**config.mk**
```make
export PLATFORM = sky130hd
export DESIGN_NAME = lc3_io_ctrl
export DESIGN_NICKNAME = d
export VERILOG_FILES = /design/src/rtl/lc3_io_ctrl.sv
export SDC_FILE = /design/constraint.sdc
export NUM_CORES = 1
export LEC_CHECK = 0
export ABC_AREA = 1
export BUFFER_PORTS_ARGS = -buffer_cell sky130_fd_sc_hd__buf_2
export CAP_MARGIN = 20
export CORE_ASPECT_RATIO = 0.8
export CORE_MARGIN = 2
export CORE_UTILIZATION = 45
export DETAILED_ROUTE_END_ITERATION = 7
export GPL_TIMING_DRIVEN = 0
export MAX_ROUTING_LAYER = met4
export PLACE_DENSITY = 0.7
export SYNTH_ARGS = -nofsm -noshare
export SYNTH_HDL_FRONTEND = slang
export SYNTH_SLANG_ARGS = --single-unit
```
**constraint.sdc**
```tcl
create_clock -name clk -period 2 [get_ports clk]
set_input_delay 0 -clock clk [delete_from_list [all_inputs] [get_ports clk]]
set_output_delay 0 -clock clk [all_outputs]
set_load 0.02 [all_outputs]
```
**src/rtl/lc3_io_ctrl.sv**
```systemverilog
// lc3_io_ctrl: LC-3 memory-mapped keyboard/display controller (KBSR/KBDR/DSR/DDR at xFE00-xFE06).
// Optional feature: define LC3_IO_DISP_DELAY_EN to insert a DISP_DELAY-cycle HOLD after each display handshake.
module lc3_io_ctrl #(
    parameter int unsigned FIFO_DEPTH = 4,
    parameter int unsigned DISP_DELAY = 8
) (
    input  logic        clk,
    input  logic        reset,
    input  logic [15:0] addr,
    input  logic [15:0] din,
    input  logic        we,
    input  logic        re,
    output logic [15:0] dout,
    output logic        dout_valid,
    input  logic        kb_valid,
    input  logic [7:0]  kb_data,
    output logic        kb_ready,
    output logic        disp_valid,
    output logic [7:0]  disp_data,
    input  logic        disp_ready,
    output logic        kb_irq
);

    localparam int unsigned PW = $clog2(FIFO_DEPTH);
    localparam int unsigned CW = PW + 1;
    localparam int unsigned DW = $clog2(DISP_DELAY + 1);

    typedef enum logic [1:0] {
        D_IDLE = 2'd0,
        D_SEND = 2'd1,
        D_HOLD = 2'd2
    } disp_state_t;

    disp_state_t   dstate;
    logic [DW-1:0] dly_cnt;

    logic [7:0]    mem [FIFO_DEPTH];
    logic [PW-1:0] wr_ptr;
    logic [PW-1:0] rd_ptr;
    logic [CW-1:0] count;
    logic [CW-1:0] count_nxt;
    logic          ie;

    logic sel_kbsr, sel_kbdr, sel_dsr, sel_ddr, sel_any;
    logic rd_acc, nonempty, push, pop, disp_idle, ddr_acc;
    logic [15:0] rd_data;
    logic unused_din;

    // Only IE and the display byte are ever taken from the write data.
    assign unused_din = ^{din[15], din[13:8]};

    assign sel_kbsr  = (addr == 16'hFE00);
    assign sel_kbdr  = (addr == 16'hFE02);
    assign sel_dsr   = (addr == 16'hFE04);
    assign sel_ddr   = (addr == 16'hFE06);
    assign sel_any   = sel_kbsr | sel_kbdr | sel_dsr | sel_ddr;

    // A write in the same cycle suppresses the read entirely.
    assign rd_acc    = re && !we && sel_any;
    assign nonempty  = (count != '0);
    assign pop       = rd_acc && sel_kbdr && nonempty;
    assign push      = kb_valid && kb_ready;
    assign disp_idle = (dstate == D_IDLE);
    assign ddr_acc   = we && sel_ddr && disp_idle;

    assign kb_irq    = ie && nonempty;

    always_comb begin
        count_nxt = count;
        if (push && !pop) begin
            count_nxt = count + CW'(1);
        end else if (pop && !push) begin
            count_nxt = count - CW'(1);
        end
    end

    // Read mux reflects state before this edge's push/pop.
    always_comb begin
        rd_data = 16'h0000;
        if (sel_kbsr) begin
            rd_data = {nonempty, ie, 14'h0000};
        end else if (sel_kbdr) begin
            rd_data = {8'h00, (nonempty ? mem[rd_ptr] : 8'h00)};
        end else if (sel_dsr) begin
            rd_data = {disp_idle, 15'h0000};
        end else if (sel_ddr) begin
            rd_data = {8'h00, disp_data};
        end
    end

    always_ff @(posedge clk) begin
        if (push) begin
            mem[wr_ptr] <= kb_data;
        end
    end

    // Keyboard FIFO bookkeeping, IE and bus read port.
    always_ff @(posedge clk or negedge reset) begin
        if (!reset) begin
            wr_ptr     <= '0;
            rd_ptr     <= '0;
            count      <= '0;
            kb_ready   <= 1'b1;
            ie         <= 1'b0;
            dout       <= 16'h0000;
            dout_valid <= 1'b0;
        end else begin
            if (push) begin
                wr_ptr <= wr_ptr + PW'(1);
            end
            if (pop) begin
                rd_ptr <= rd_ptr + PW'(1);
            end
            count    <= count_nxt;
            kb_ready <= (count_nxt != CW'(FIFO_DEPTH));
            if (we && sel_kbsr) begin
                ie <= din[14];
            end
            dout_valid <= rd_acc;
            if (rd_acc) begin
                dout <= rd_data;
            end
        end
    end

    // Display output state machine.
    always_ff @(posedge clk or negedge reset) begin
        if (!reset) begin
            dstate     <= D_IDLE;
            disp_valid <= 1'b0;
            disp_data  <= 8'h00;
            dly_cnt    <= '0;
        end else begin
            case (dstate)
                D_IDLE: begin
                    if (ddr_acc) begin
                        disp_data  <= din[7:0];
                        disp_valid <= 1'b1;
                        dstate     <= D_SEND;
                    end
                end
                D_SEND: begin
                    if (disp_ready) begin
                        disp_valid <= 1'b0;
`ifdef LC3_IO_DISP_DELAY_EN
                        dstate     <= D_HOLD;
                        dly_cnt    <= DW'(DISP_DELAY);
`else
                        dstate     <= D_IDLE;
`endif
                    end
                end
                D_HOLD: begin
                    if (dly_cnt <= DW'(1)) begin
                        dly_cnt <= '0;
                        dstate  <= D_IDLE;
                    end else begin
                        dly_cnt <= dly_cnt - DW'(1);
                    end
                end
                default: begin
                    dstate <= D_IDLE;
                end
            endcase
        end
    end

endmodule

```
==> metrics.yaml, run 1 <==
run_status:
  status: "finished clean"
grt:
  grt_overflow_total: 0
  grt_use_total_pct: 19.59
  grt_max_degree: 30
  grt_pass1_wl_um: 10070
  grt_pass1_vias: 2081
  antenna_found_initial: 0
timing:
  slew_viol_final: 0
  worst_pin_slew_ns: 0.7824
  hold_viol: 0
  rsz0062_at_grt: "no"
  finClkSkew_ns: 0.006327
  layout_min_cycle_time_ns: 1.771
  finalSetupViolCount: 0
  max_slew_margin_pct: 47.64
  fin_crit_sh_pct: 88.55
  clock.fmax_mhz: 564.6
  fin_setup_tns_ns: 0
drt:
  dr.pass1.iters: 4
  via_per_inst: 4.735
  wl_per_cell_um: 13.01
  wl_um: 6179
  drt_iter0_markers: 149
  route.vias.total: 2249
  ant_nets: 0
  drc: 0
synthesis:
  syn_area_um2: 2892
  yosysSeqAreaShare_pct: 58.37
  synthCells: 291
  syn_area_per_cell_um2: 9.937
  async_reset_ff_share_pct: 47.54
  ys_ff_latch: 61
  synthFlopType: "edfxtp_1"
  yosysTopAreaCellShare_pct: 33.23
  yosysTopAreaCell: "edfxtp_1"
  ys_warn_count: 0
  ys_top_cells_by_area: "edfxtp_1, dfrtp_1, nand2_1"
  synth_edf_count: 32
  synth_cell_types: 33
floorplanning:
  core-area_um2: 6311
  fp.dieW_um: 93.62
  io_pins: 74
  die_y_um: 75.70
  rows: 26
  initial_core_util_pct: 45.82
  die-area_um2: 7087
cells_and_area:
  area_delta_synth_final_pct: 27.56
  antenna_cells: 0
  multi_input_comb_area_um2: 992.2
  mostFrequentLayoutCell: "nand2_1"
  n_fill_cell: 557
  mostFrequentLayoutCells: "nand2_1, buf_2, edfxtp_1"
  nets: 439
  drive_gt1_share_pct: 29.67
  regArea_um2: 1688
  finish.utilization_pct: 58.45
power:
  p_leak_nw: 1.816
  irDropWorstVdd_mv: 0.4213
  p_per_area_nw_per_um2: 886.7
worst_setup_path:
  crit_path_cell_trace: "nand2_1 > nor2_1"
  worstSetupEndpointType: "flip-flop"
  r2r-end: "mem[3][5]"
  cp.required_ns: 1.96
  cp_max_fo: 8
  cp.arrival_ns: 1.73
  slowest_stage: "nor2_1"
  r2r_slack_ns: 0.23
  slowest_delay_ns: 0.67
  cp-start-kind: "flip-flop"
  critPathCapture: "mem[3][5]"
  critPathKind: "flip-flop to flip-flop"
  r2r_start: "kb_ready"
  r2r_cells: 2
  startpoint: "kb_ready"
clock_tree:
  cts_tree: "built"
  htreeDepth: 3
  path_clk_slew_ns: 0.07
  cts_buffers: 9
  cts_root_buffer: "clkbuf_8"
  cts_resized: 0
  insertion_delay_ns: 0.34
  cts_buffer_depth: 2
  cts_sinks: 61
placement:
  dp_hpwl_um: 4284
  io_buffer_count: 60
  place_congestion: 0.8231
run:
  max-cap-violations: 0
worst_hold_path:
  hold_path.class: "input port to flip-flop"
  holdPathStages: 3
[worst min-delay path by stage]
stage                         endpoint   from
after global routing                ie     we
after floorplan               count[0]  reset
after detailed placement  disp_data[1]  reset
final                               ie     we
after CTS                           ie     we
after global placement    disp_data[1]  reset
[metal layers]
layer | GRT usage, % | wire length, um
met5 | - | 0
met4 | 4.187 | 55
met3 | 6.429 | 354
met2 | 30.22 | 2838
met1 | 25.79 | 2931
[repair_timing]
| item | 4_1_cts | 5_1_grt |
|---|---|---|
| hold buffers | 19 | 0 |
| hold endpoints to repair | 70 | 0 |
| buffers inserted | 0 | 0 |
[power by group]
part,switching [W],internal (W)
sequential,0.0000699,0.00154
combinational,0.000388,0.000228
clock,0.000482,0.000568
total,0.000939,0.00233
[cells in the mapped netlist (6+ instances only)]
master,number
o21ai_2,9
nor2_1,17
edfxtp_1,32
a21oi_1,8
nand2_1,91
nand3_1,10
o21ai_0,8
inv_1,30
dfrtp_1,28
nand2_2,6
buf_4,7
ha_1,7
a32o_1,8
[kinds of logic after synthesis]
group	count (synthesis)	synth area share, %
other cells	1	0.1297
mux	1	0.3894
xor+xnor	2	0.6059
compound gates	36	8.828
buf+inv	48	7.962
simple gates	135	20.68
flops	61	58.37
fa+ha+maj	7	3.029
[area by class of cell]
class | count | share of cell area (%)
well taps | 84 | 2.849
flip-flops and latches | 61 | 45.76
plain buffers | 12 | 2.442
repair buffers | 79 | 13.30
clock inverters | 5 | 1.391
clock buffers | 11 | 3.562
inverters | 36 | 3.799
multi-input cells | 187 | 26.90
[through the flow]
step                hold WS (ns)  cell area, um2  cells  power (W)  worst slack (ns)
global placement         0.05858            3316    440   0.002197            0.2290
finish                   0.05883            3689    475   0.003271            0.2289
floorplan                -0.2956            2910    296   0.002031            0.4754
detailed placement       0.06921            3316    440   0.002219            0.2356
global route             0.06494            3689    475   0.003471            0.1087
CTS                      0.04618            3689    475   0.003290            0.2115
[registers in the layout, indices dropped and copies added (netlist names)]
| name | cells |
|---|---|
| mem | 32 |
| dout | 10 |
| disp_data | 8 |
| count | 3 |
| rd_ptr | 2 |
| wr_ptr | 2 |
| disp_valid | 1 |
| dout_valid | 1 |
| ie | 1 |
| kb_ready | 1 |
[worst max-delay path, delay by kind of cell (launching register included)]
family,cells,cell delay [ns]
flops,1,0.53
simple gates,2,0.87
Note: power is estimated with default switching activity, not from simulation.
==> run 2: changes to the inputs <==
==> config.mk (replaced) <==
export PLATFORM = sky130hd
export DESIGN_NAME = lc3_io_ctrl
export DESIGN_NICKNAME = d
export VERILOG_FILES = /design/src/rtl/lc3_io_ctrl.sv
export SDC_FILE = /design/constraint.sdc
export NUM_CORES = 1
export LEC_CHECK = 0
export BUFFER_PORTS_ARGS = -buffer_cell sky130_fd_sc_hd__buf_2
export CAP_MARGIN = 20
export CELL_PAD_IN_SITES_DETAIL_PLACEMENT = 0
export CELL_PAD_IN_SITES_GLOBAL_PLACEMENT = 1
export CORE_ASPECT_RATIO = 0.8
export CORE_MARGIN = 2
export CORE_UTILIZATION = 42
export DETAILED_ROUTE_END_ITERATION = 7
export GPL_TIMING_DRIVEN = 0
export MAX_ROUTING_LAYER = met4
export PLACE_DENSITY_LB_ADDON = 0.1
export SLEW_MARGIN = 15
export SYNTH_ARGS = -nofsm -noshare
export SYNTH_HDL_FRONTEND = slang
export SYNTH_SLANG_ARGS = --single-unit
==> metrics.yaml, run 2 <==
clock_tree:
  cts_buffers: 9
  cts_sinks: 61
  cts_tree: "built"
  insertion_delay_ns: 0.33
  htreeDepth: 3
  post_cts_buffers: 0
  cts_buffer_depth: 2
  path_clk_slew_ns: 0.06
  cts_root_buffer: "clkbuf_8"
placement:
  dpl_cell_area_um2: 3167
  io_buffer_count: 60
  place_congestion: 0.7246
  dp_hpwl_um: 3858
power:
  comb_power_share_pct: 17.3
  switching_share_pct: 26.07
  p_per_area_nw_per_um2: 931.2
  p_int_w: 0.002482
  p_leak_nw: 1.616
  p_total_w: 0.003358
  clkPwrFrac_pct: 34.5
  irDropWorstVdd_mv: 0.5887
  power_frac_seq_pct: 48.3
  power_switching_w: 0.0008756
synthesis:
  yosysTopAreaCellShare_pct: 35.04
  syn_area_per_cell_um2: 14.91
  ys_top_cells_by_area: "edfxtp_1, dfrtp_1, mux4_2"
  ys_ff_latch: 61
  yosysSeqAreaShare_pct: 61.54
  synth_cell_types: 40
  ys_warn_count: 0
  async_reset_ff_share_pct: 47.54
  yosysTopAreaCell: "edfxtp_1"
  yosysMostFrequentCell: "edfxtp_1"
  synth_edf_count: 32
  syn_area_um2: 2743
  synth_common_cells: "edfxtp_1, dfrtp_1, nor2_1"
  synthFlopType: "edfxtp_1"
  synthCells: 184
drt:
  drt_iter0_markers: 60
  route.vias.total: 1837
  ant_nets: 0
  via_per_inst: 4.978
  wl_per_cell_um: 15.53
  drc: 0
  dr.pass1.iters: 4
  wl_um: 5730
timing:
  finClkSkew_ns: 0.006525
  hold_viol: 0
  finalSetupViolCount: 0
  fin_crit_sh_pct: 90.63
  clock.fmax_mhz: 551.7
  worst_pin_slew_ns: 0.6773
  layout_min_cycle_time_ns: 1.813
  max_slew_margin_pct: 54.85
  slew_viol_final: 0
  rsz0062_at_grt: "no"
cells_and_area:
  drive_gt1_share_pct: 38.95
  multi_input_comb_area_um2: 970.9
  top_register: "mem"
  nets: 333
  largest_reg_flops: 32
  mostFrequentLayoutCells: "buf_2, edfxtp_1, dfrtp_1"
  regArea_um2: 1688
  antenna_cells: 0
  area_delta_synth_final_pct: 31.48
  reg.largest.list: "mem (32), dout (10), disp_data (8)"
  fin_area_um2: 3606
  mostFrequentLayoutCell: "buf_2"
  n_fill_cell: 561
floorplanning:
  io_pins: 74
  core-area_um2: 6344
  die_y_um: 76.28
  initial_core_util_pct: 43.23
  rows: 26
  die-area_um2: 7197
  fp.dieW_um: 94.35
worst_setup_path:
  critPathKind: "flip-flop to flip-flop"
  slowest_delay_ns: 0.45
  cp-start-kind: "flip-flop"
  cp.arrival_ns: 2.05
  crit_path_cell_trace: "inv_2 > ha_1 > nand2b_1 > and3b_2 > and3_1 > and3_1 > o31ai_2"
  cp.required_ns: 2.24
  cp_max_fo: 7
  r2r_cells: 7
  worstSetupEndpointType: "flip-flop"
  slowest_stage: "dfrtp_1"
  path_common_cell: "and3_1"
run_status:
  status: "finished clean"
grt:
  grt_overflow_total: 0
  grt_max_degree: 30
  grt_pass1_wl_um: 9301
  grt_use_total_pct: 17.80
  grt_pass1_vias: 1873
  antenna_found_initial: 0
run:
  max-cap-violations: 0
worst_hold_path:
  hold_path.class: "input port to flip-flop"
  holdPathStages: 3
run 2: logic make-up after synthesis:
group                      after synthesis  share of synthesized area (%)
DFF                                     61                          61.54
and+or+nand+nor                         44                          10.45
AOI/OAI and AO/OA                       26                          6.523
buffers and inverters                   21                          4.379
muxes                                   19                          12.18
adders and majority gates                7                          3.193
xor gates and xnor gates                 5                          1.597
other                                    1                         0.1367
run 2: metrics by stage:
step / hold slack, ns / setup slack, ns / TNS (ns) / std cells / utilization, %
4_1_cts: 0.006947 / 0.08339 / 0 / 369 / 56.57
6_report: 0.02549 / 0.1875 / 0 / 369 / 56.84
5_1_grt: 0.01731 / 0.03347 / 0 / 369 / 56.84
3_3_place_gp: 0.07437 / -0.1091 / -1.195 / 333 / 49.92
3_5_place_dp: 0.08563 / -0.1292 / -1.261 / 333 / 49.92
2_1_floorplan: -0.2956 / 0.1090 / 0 / 189 / -
run 2: power groups by stage:
| stage | clock [W] | combinational [W] | sequential [W] |
|---|---|---|---|
| 6_report | 0.00116 | 0.000579 | 0.00162 |
| 3_3_place_gp | 0 | 0.000520 | 0.00164 |
| 2_1_floorplan | 0 | 0.000362 | 0.00162 |
| 4_1_cts | 0.00119 | 0.000568 | 0.00162 |
| 3_5_place_dp | 0 | 0.000533 | 0.00165 |
| 5_1_grt | 0.00125 | 0.000654 | 0.00164 |
run 2: routing by layer:
metal	track usage, %	up-vias	part of all wire (%)
met4	4.058	0	1.4
met1	23.92	891	48
li1	-	878	-
met2	25.43	58	44
met3	7.517	10	6.6
met5	-	-	0
run 2: timing repair:
action                                  4_1_cts  5_1_grt
hold endpoints to repair                     72        0
hold buffers                                 22        0
resized for setup                             1        5
endpoints found under the setup margin       12        5
run 2: path summary, 6_finish.rpt:
check,startpoint,endpoint,slack [ns]
setup / recovery,count[0],kb_ready,0.19
setup reg to reg,count[0],kb_ready,0.19
hold / removal,we,ie,0.03
hold reg to reg,dout[15],dout[15],0.48
max in group asynchronous,reset,wr_ptr[0],1.31
min in group asynchronous,reset,dout[15],0.25
run 2: layout make-up:
class / instances / share of cell area [%]
buffer: 13 / 2.533
clock buffer: 11 / 3.643
clock inverter: 5 / 2.117
inverter: 6 / 0.6246
multi-input combinational: 107 / 26.93
sequential: 61 / 46.81
tap: 84 / 2.915
timing repair buffer: 82 / 14.43
run 2: worst max-delay path, delay by kind of cell (launching register included):
family          cells  cell delay, ns
flops               1            0.45
fa+ha+maj           1            0.16
buf+inv             1            0.10
simple gates        4            0.77
compound gates      1            0.25
